### src/rtl/fetch_pkg.sv
// fetch_pkg
// Shared types and constants for the instruction-fetch path.
//   WORD_W        : CPU word width (instruction and address).
//   OP_BZ         : opcode of the branch-if-zero instruction. Decode and the
//                   bench use it; fetch never predecodes.
//   fetch_state_t : fetch controller states.
//   fetch_entry_t : one prefetch queue entry, {pc, instr}.
package fetch_pkg;

    localparam int         WORD_W = 16;
    localparam logic [3:0] OP_BZ  = 4'b1100;

    typedef enum logic [1:0] {
        IDLE  = 2'd0,
        FETCH = 2'd1,
        DRAIN = 2'd2,
        DONE  = 2'd3
    } fetch_state_t;

    typedef struct packed {
        logic [WORD_W-1:0] pc;
        logic [WORD_W-1:0] instr;
    } fetch_entry_t;

endpackage

### src/rtl/fetch_queue.sv
// fetch_queue
// DEPTH-entry FIFO of {pc, instr} entries sitting between fetch and decode.
// Ports:
//   clk, rst              : clock, asynchronous active-high reset
//   push, push_pc,
//   push_instr            : write request and entry data
//   pop                   : remove the head entry
//   clear                 : drop all entries; wins over push and pop
//   full, empty           : occupancy flags
//   head_pc, head_instr   : registered head entry
// A push is accepted when the FIFO is full if a pop happens in the same cycle.
// Storage is reset to zero so the head outputs read zero out of reset.
module fetch_queue
    import fetch_pkg::*;
#(
    parameter int DEPTH = 2
) (
    input  logic              clk,
    input  logic              rst,
    input  logic              push,
    input  logic [WORD_W-1:0] push_pc,
    input  logic [WORD_W-1:0] push_instr,
    input  logic              pop,
    input  logic              clear,
    output logic              full,
    output logic              empty,
    output logic [WORD_W-1:0] head_pc,
    output logic [WORD_W-1:0] head_instr
);

    localparam int AW = $clog2(DEPTH);
    localparam int CW = AW + 1;

    fetch_entry_t  mem [DEPTH];
    logic [AW-1:0] rd_ptr;
    logic [AW-1:0] wr_ptr;
    logic [CW-1:0] count;
    logic          do_push;
    logic          do_pop;

    assign empty      = (count == '0);
    assign full       = (count == CW'(DEPTH));
    assign do_pop     = pop && !empty;
    assign do_push    = push && (!full || do_pop);
    assign head_pc    = mem[rd_ptr].pc;
    assign head_instr = mem[rd_ptr].instr;

    always_ff @(posedge clk or posedge rst) begin
        if (rst) begin
            rd_ptr <= '0;
            wr_ptr <= '0;
            count  <= '0;
            for (int i = 0; i < DEPTH; i++) begin
                mem[i] <= '0;
            end
        end else if (clear) begin
            rd_ptr <= '0;
            wr_ptr <= '0;
            count  <= '0;
        end else begin
            if (do_push) begin
                mem[wr_ptr] <= '{pc: push_pc, instr: push_instr};
                wr_ptr      <= wr_ptr + AW'(1);
            end
            if (do_pop) begin
                rd_ptr <= rd_ptr + AW'(1);
            end
            // Push together with pop leaves occupancy unchanged.
            case ({do_push, do_pop})
                2'b10:   count <= count + CW'(1);
                2'b01:   count <= count - CW'(1);
                default: count <= count;
            endcase
        end
    end

endmodule

### src/rtl/fetch_sequencer.sv
// fetch_sequencer
// Instruction-fetch controller: owns the PC, reads the combinational
// instruction memory, and buffers {pc, instr} in a prefetch queue that feeds
// decode.
// Ports:
//   clk, rst               : clock, asynchronous active-high reset
//   start                  : begin fetching (only looked at in IDLE)
//   pc_out / instr_in      : instruction memory address / same-cycle data
//   id_valid, id_ready     : decode handshake (see below)
//   id_instr, id_pc        : queue head entry
//   redirect, redirect_pc  : taken-branch pulse and its target
//   done                   : program exhausted and queue drained
//   state_dbg              : current FSM state (fetch_state_t encoding)
// Handshake: a word moves to decode on a rising edge where id_valid and
// id_ready are both high. id_valid is the queue's non-empty flag, gated off
// while redirect is high, because the head is then younger than the branch.
module fetch_sequencer
    import fetch_pkg::*;
#(
    parameter int DEPTH    = 2,
    parameter int PROG_LEN = 8,
    parameter int RESET_PC = 0
) (
    input  logic              clk,
    input  logic              rst,
    input  logic              start,
    output logic [WORD_W-1:0] pc_out,
    input  logic [WORD_W-1:0] instr_in,
    output logic              id_valid,
    input  logic              id_ready,
    output logic [WORD_W-1:0] id_instr,
    output logic [WORD_W-1:0] id_pc,
    input  logic              redirect,
    input  logic [WORD_W-1:0] redirect_pc,
    output logic              done,
    output logic [1:0]        state_dbg
);

    localparam logic [WORD_W-1:0] PROG_END = WORD_W'(PROG_LEN);
    localparam logic [WORD_W-1:0] PC_INIT  = WORD_W'(RESET_PC);

    fetch_state_t      state;
    fetch_state_t      state_next;
    logic [WORD_W-1:0] pc;
    logic [WORD_W-1:0] pc_next;
    logic              q_full;
    logic              q_empty;
    logic              deq;
    logic              fetch_ok;
    logic              redirect_act;
    logic              enq;

    // Redirect means nothing before fetching has started.
    assign redirect_act = redirect && (state != IDLE);
    assign id_valid     = !q_empty && !redirect;
    assign deq          = id_valid && id_ready;
    // Fetch into a full queue only when the head leaves in the same cycle.
    assign fetch_ok     = (state == FETCH) && (pc < PROG_END) && (!q_full || deq);
    assign enq          = fetch_ok && !redirect_act;

    assign pc_out    = pc;
    assign done      = (state == DONE);
    assign state_dbg = state;

    fetch_queue #(
        .DEPTH(DEPTH)
    ) u_queue (
        .clk        (clk),
        .rst        (rst),
        .push       (enq),
        .push_pc    (pc),
        .push_instr (instr_in),
        .pop        (deq),
        .clear      (redirect_act),
        .full       (q_full),
        .empty      (q_empty),
        .head_pc    (id_pc),
        .head_instr (id_instr)
    );

    always_ff @(posedge clk or posedge rst) begin
        if (rst) begin
            state <= IDLE;
            pc    <= PC_INIT;
        end else begin
            state <= state_next;
            pc    <= pc_next;
        end
    end

    always_comb begin
        state_next = state;
        pc_next    = pc;
        case (state)
            IDLE:    if (start) state_next = FETCH;
            FETCH:   if (pc >= PROG_END) state_next = DRAIN;
            DRAIN:   if (q_empty) state_next = DONE;
            DONE:    state_next = DONE;
            default: state_next = IDLE;
        endcase
        if (fetch_ok) begin
            pc_next = pc + WORD_W'(1);
        end
        // A taken branch overrides fetch, drain and done alike.
        if (redirect_act) begin
            pc_next    = redirect_pc;
            state_next = (redirect_pc < PROG_END) ? FETCH : DRAIN;
        end
    end

endmodule

### config.mk
export PLATFORM = sky130hd
export DESIGN_NAME = fetch_sequencer
export DESIGN_NICKNAME = d
export VERILOG_FILES = /design/src/rtl/fetch_pkg.sv /design/src/rtl/fetch_queue.sv /design/src/rtl/fetch_sequencer.sv
export SDC_FILE = /design/constraint.sdc
export NUM_CORES = 1
export LEC_CHECK = 0
export CAP_MARGIN = 5
export CORE_ASPECT_RATIO = 0.6
export CORE_MARGIN = 2
export CORE_UTILIZATION = 39
export DETAILED_ROUTE_END_ITERATION = 7
export SETUP_SLACK_MARGIN = 0.4
export SLEW_MARGIN = 25
export SYNTH_ARGS = -nofsm -noshare
export SYNTH_HDL_FRONTEND = slang
export SYNTH_SLANG_ARGS = --single-unit
### constraint.sdc
create_clock -name clk -period 4.75 [get_ports clk]
set_input_delay 0.95 -clock clk [delete_from_list [all_inputs] [get_ports clk]]
set_output_delay 0.95 -clock clk [all_outputs]
set_load 0.03 [all_outputs]
==> flow_metrics.tcl <==
set metrics [dict create \
    die_area_sq_um 10700 \
    core_area_sq_um 9740 \
    yosys.area.top_type "dfrtp_1" \
    yosysTopAreaCellShare 0.559 \
    grt_pass1_vias 2627 \
    worst_setup_path_end_kind "output pin" \
    clkTransAtPathRegs_ns 0.06 \
    seq_area_frac_synth 0.559 \
    insertion_delay_ns 0.33 \
    clockRootBuffer "clkbuf_16" \
    rows 28 \
    final_util 0.533 \
    io_buffers 88 \
    slew_headroom 0.525 \
    ant_nets 0 \
    crit_fanout 9 \
    finalCritPeriodShare 0.730 \
    ios 89 \
    die_y_um 81.0 \
    drtPass1Iterations 4 \
    drtIter0Drc 136 \
    clock-sinks 86 \
    synthTopCellsByCount "dfrtp_1 (86), mux2_2 (51), nand2_1 (39), mux2_4 (17), nor2b_1 (16)" \
    cp_slowest_cell "clkdlybuf4s50_1" \
    fin_crit_ns 3.47 \
    tightest_slew_ns 0.706 \
    muxShareOfSynthArea 0.227 \
    layout-drive-gt1-share 0.233 \
    grt_start_max_net_pins 51 \
    gp_congestion 0.804 \
    synth_nets 349 \
    rsz0062_at_grt "no" \
    numCtsBuffers 9 \
    syn-cell-area_sq_um 3850 \
    synth_cell_type_count 34 \
    worst_hold_path_type "reg -> reg" \
    status "complete, no violations" \
    cpPeakStageDelay_ns 0.67 \
    place_area_sq_um 4880 \
    synth-xor-area-share 0.00227 \
    grt.total_usage 0.170 \
    final_max_slew_viol_count 0 \
    cts_tree "done" \
    yosysMostFrequentCell "dfrtp_1" \
    crit_top_cell "clkdlybuf4s50_1" \
    syn_avg_cell_area_sq_um 12.4 \
    ctsHoldBuffers 0 \
    synth-main-ff-cell "dfrtp_1" \
    design_area_sq_um 5190 \
    critical_path_class "in -> out" \
    vias_per_cell 4.80 \
    clockBufferDepth 2 \
    critical_path.top_delay_family "buffers and inverters" \
    max_freq_mhz 289 \
    hold_viol 0 \
    synthCells 310 \
    vias 2585 \
    fp.dieW_um 132 \
    irDropWorstVdd_mv 0.165 \
    synth_top_family_by_area "multiplexers" \
    finalSetupTns_ns 0 \
    setup_viol 0 \
    crit_path_start_kind "primary input" \
    h-tree-depth 3 \
    yosys_warnings 0 \
    final_nets 439 \
    antenna_found_initial 0 \
    path_buf_inv 2 \
    power.density_nw_per_um2 322 \
    required_ns 3.80 \
    initial_core_util 0.395 \
    synth_edf_count 0 \
    yosys.area_share.adder 0.00650 \
    hpwl_um 5740 \
    grt_pass1_wl_um 14100 \
    remaining_drc_errors 0 \
    grt_overflow 0 \
    post_cts_buffers 0 \
    max_cap_violations 0 \
    p_leak_nw 2.45 \
    drt_wl_total_um 8520 \
    area_growth_pct 34.8 \
    ctsResizeCount 0 \
    synth-seq-cells 86 \
    fin_skew_ns 0.00588 \
    routedWlPerCell_um 15.8 \
    synth_compound_area_frac 0.0403 \
    arrival_ns 2.52 \
    synthArstFlopShare 1.00 \
    cp_cell_sequence "clkdlybuf4s50_1, o21ba_2, clkdlybuf4s50_1" \
    yosys.area_share.simple 0.142 \
    netlist_top_cells_area "dfrtp_1 (56%), mux2_2 (15%), mux2_4 (6.6%), nand2_1 (3.8%), nor2b_1 (2.6%)" \
    antenna_cells 0 \
]
==> final cells by class <==
| class | count | area [sq um] |
|---|---|---|
| well taps | 135 | 169 |
| repair buffers | 94 | 926 |
| clock inverters | 4 | 72.6 |
| flip-flops and latches | 86 | 2150 |
| inverters | 4 | 16.3 |
| clock buffers | 10 | 239 |
| fillers | 853 | 4550 |
| multi-input cells | 205 | 1620 |
==> power breakdown <==
group | switching [W] | internal [W] | total [W]
Clock | 0.000269 | 0.000468 | 0.000736
Combinational | 0.0000904 | 0.0000771 | 0.000168
Sequential | 0.0000162 | 0.000750 | 0.000766
Total | 0.000375 | 0.00130 | 0.00167
==> cell usage in the layout, fill, tap and decap left out, types with 3 or more instances in the layout <==
master,Yosys,final
clkdlybuf4s50_1,0,88
dfrtp_1,86,86
mux2_2,51,51
nand2_1,39,39
mux2_4,17,17
nor2b_1,16,16
and2_1,14,14
o21ai_0,13,12
nor2_1,11,11
clkbuf_16,0,9
a21oi_1,6,6
buf_4,0,6
nor4_1,5,5
nand3_1,4,4
a31oi_1,4,4
inv_1,4,3
mux2_1,3,3
==> per-layer routing <==
layer / share of wire / wire length [um] / vias to the layer above / global-route usage
met5: 0 / 0 / - / 0
met4: 0.012 / 98 / 0 / 0.0430
met3: 0.042 / 357 / 11 / 0.0562
met2: 0.41 / 3520 / 56 / 0.235
met1: 0.53 / 4550 / 1262 / 0.255
li1: - / - / 1256 / -
==> stage by stage <==
| stage | power, W | setup WS (ns) | cells | hold slack [ns] |
|---|---|---|---|---|
| 2_1_floorplan | 0.000859 | 1.58 | 310 | 0.447 |
| 3_3_place_gp | 0.000947 | 1.32 | 524 | 0.463 |
| 3_5_place_dp | 0.000949 | 1.30 | 524 | 0.469 |
| 4_1_cts | 0.00169 | 1.30 | 538 | 0.483 |
| 5_1_grt | 0.00174 | 1.21 | 538 | 0.497 |
| 6_report | 0.00167 | 1.28 | 538 | 0.477 |
==> final timing paths <==
| check | startpoint | to | slack, ns | cells after the start |
|---|---|---|---|---|
| worst max-delay path | redirect | id_valid | 1.28 | 3 |
| worst min-delay path | u_queue.mem[29]$_DFFE_PP0P_ | u_queue.mem[29]$_DFFE_PP0P_ | 0.48 | 1 |
| worst max register to register | pc_out[3]$_DFFE_PP0P_ | u_queue.mem[13]$_DFFE_PP0P_ | 1.87 | 5 |
| worst min register to register | u_queue.mem[29]$_DFFE_PP0P_ | u_queue.mem[29]$_DFFE_PP0P_ | 0.48 | 1 |
| max in group asynchronous | rst | u_queue.mem[11]$_DFFE_PP0P_ | 2.68 | 3 |
| min in group asynchronous | rst | pc_out[8]$_DFFE_PP0P_ | 0.99 | 2 |
==> flip-flops by register name, indices dropped and copies added, names as in the netlist <==
signal          cells
u_queue.rd_ptr      1
state_dbg           2
u_queue.mem        64
pc_out             16
u_queue.count       2
u_queue.wr_ptr      1
==> kinds of logic (layout without fill, tap and decap cells) <==
| group | after synthesis | after routing |
|---|---|---|
| simple gates | 103 | 103 |
| buf+inv | 19 | 112 |
| fa+ha+maj | 2 | 2 |
| flops | 86 | 86 |
| compound gates | 27 | 27 |
| xor+xnor | 1 | 1 |
| mux | 72 | 72 |
(Power assumes the default switching activity.)
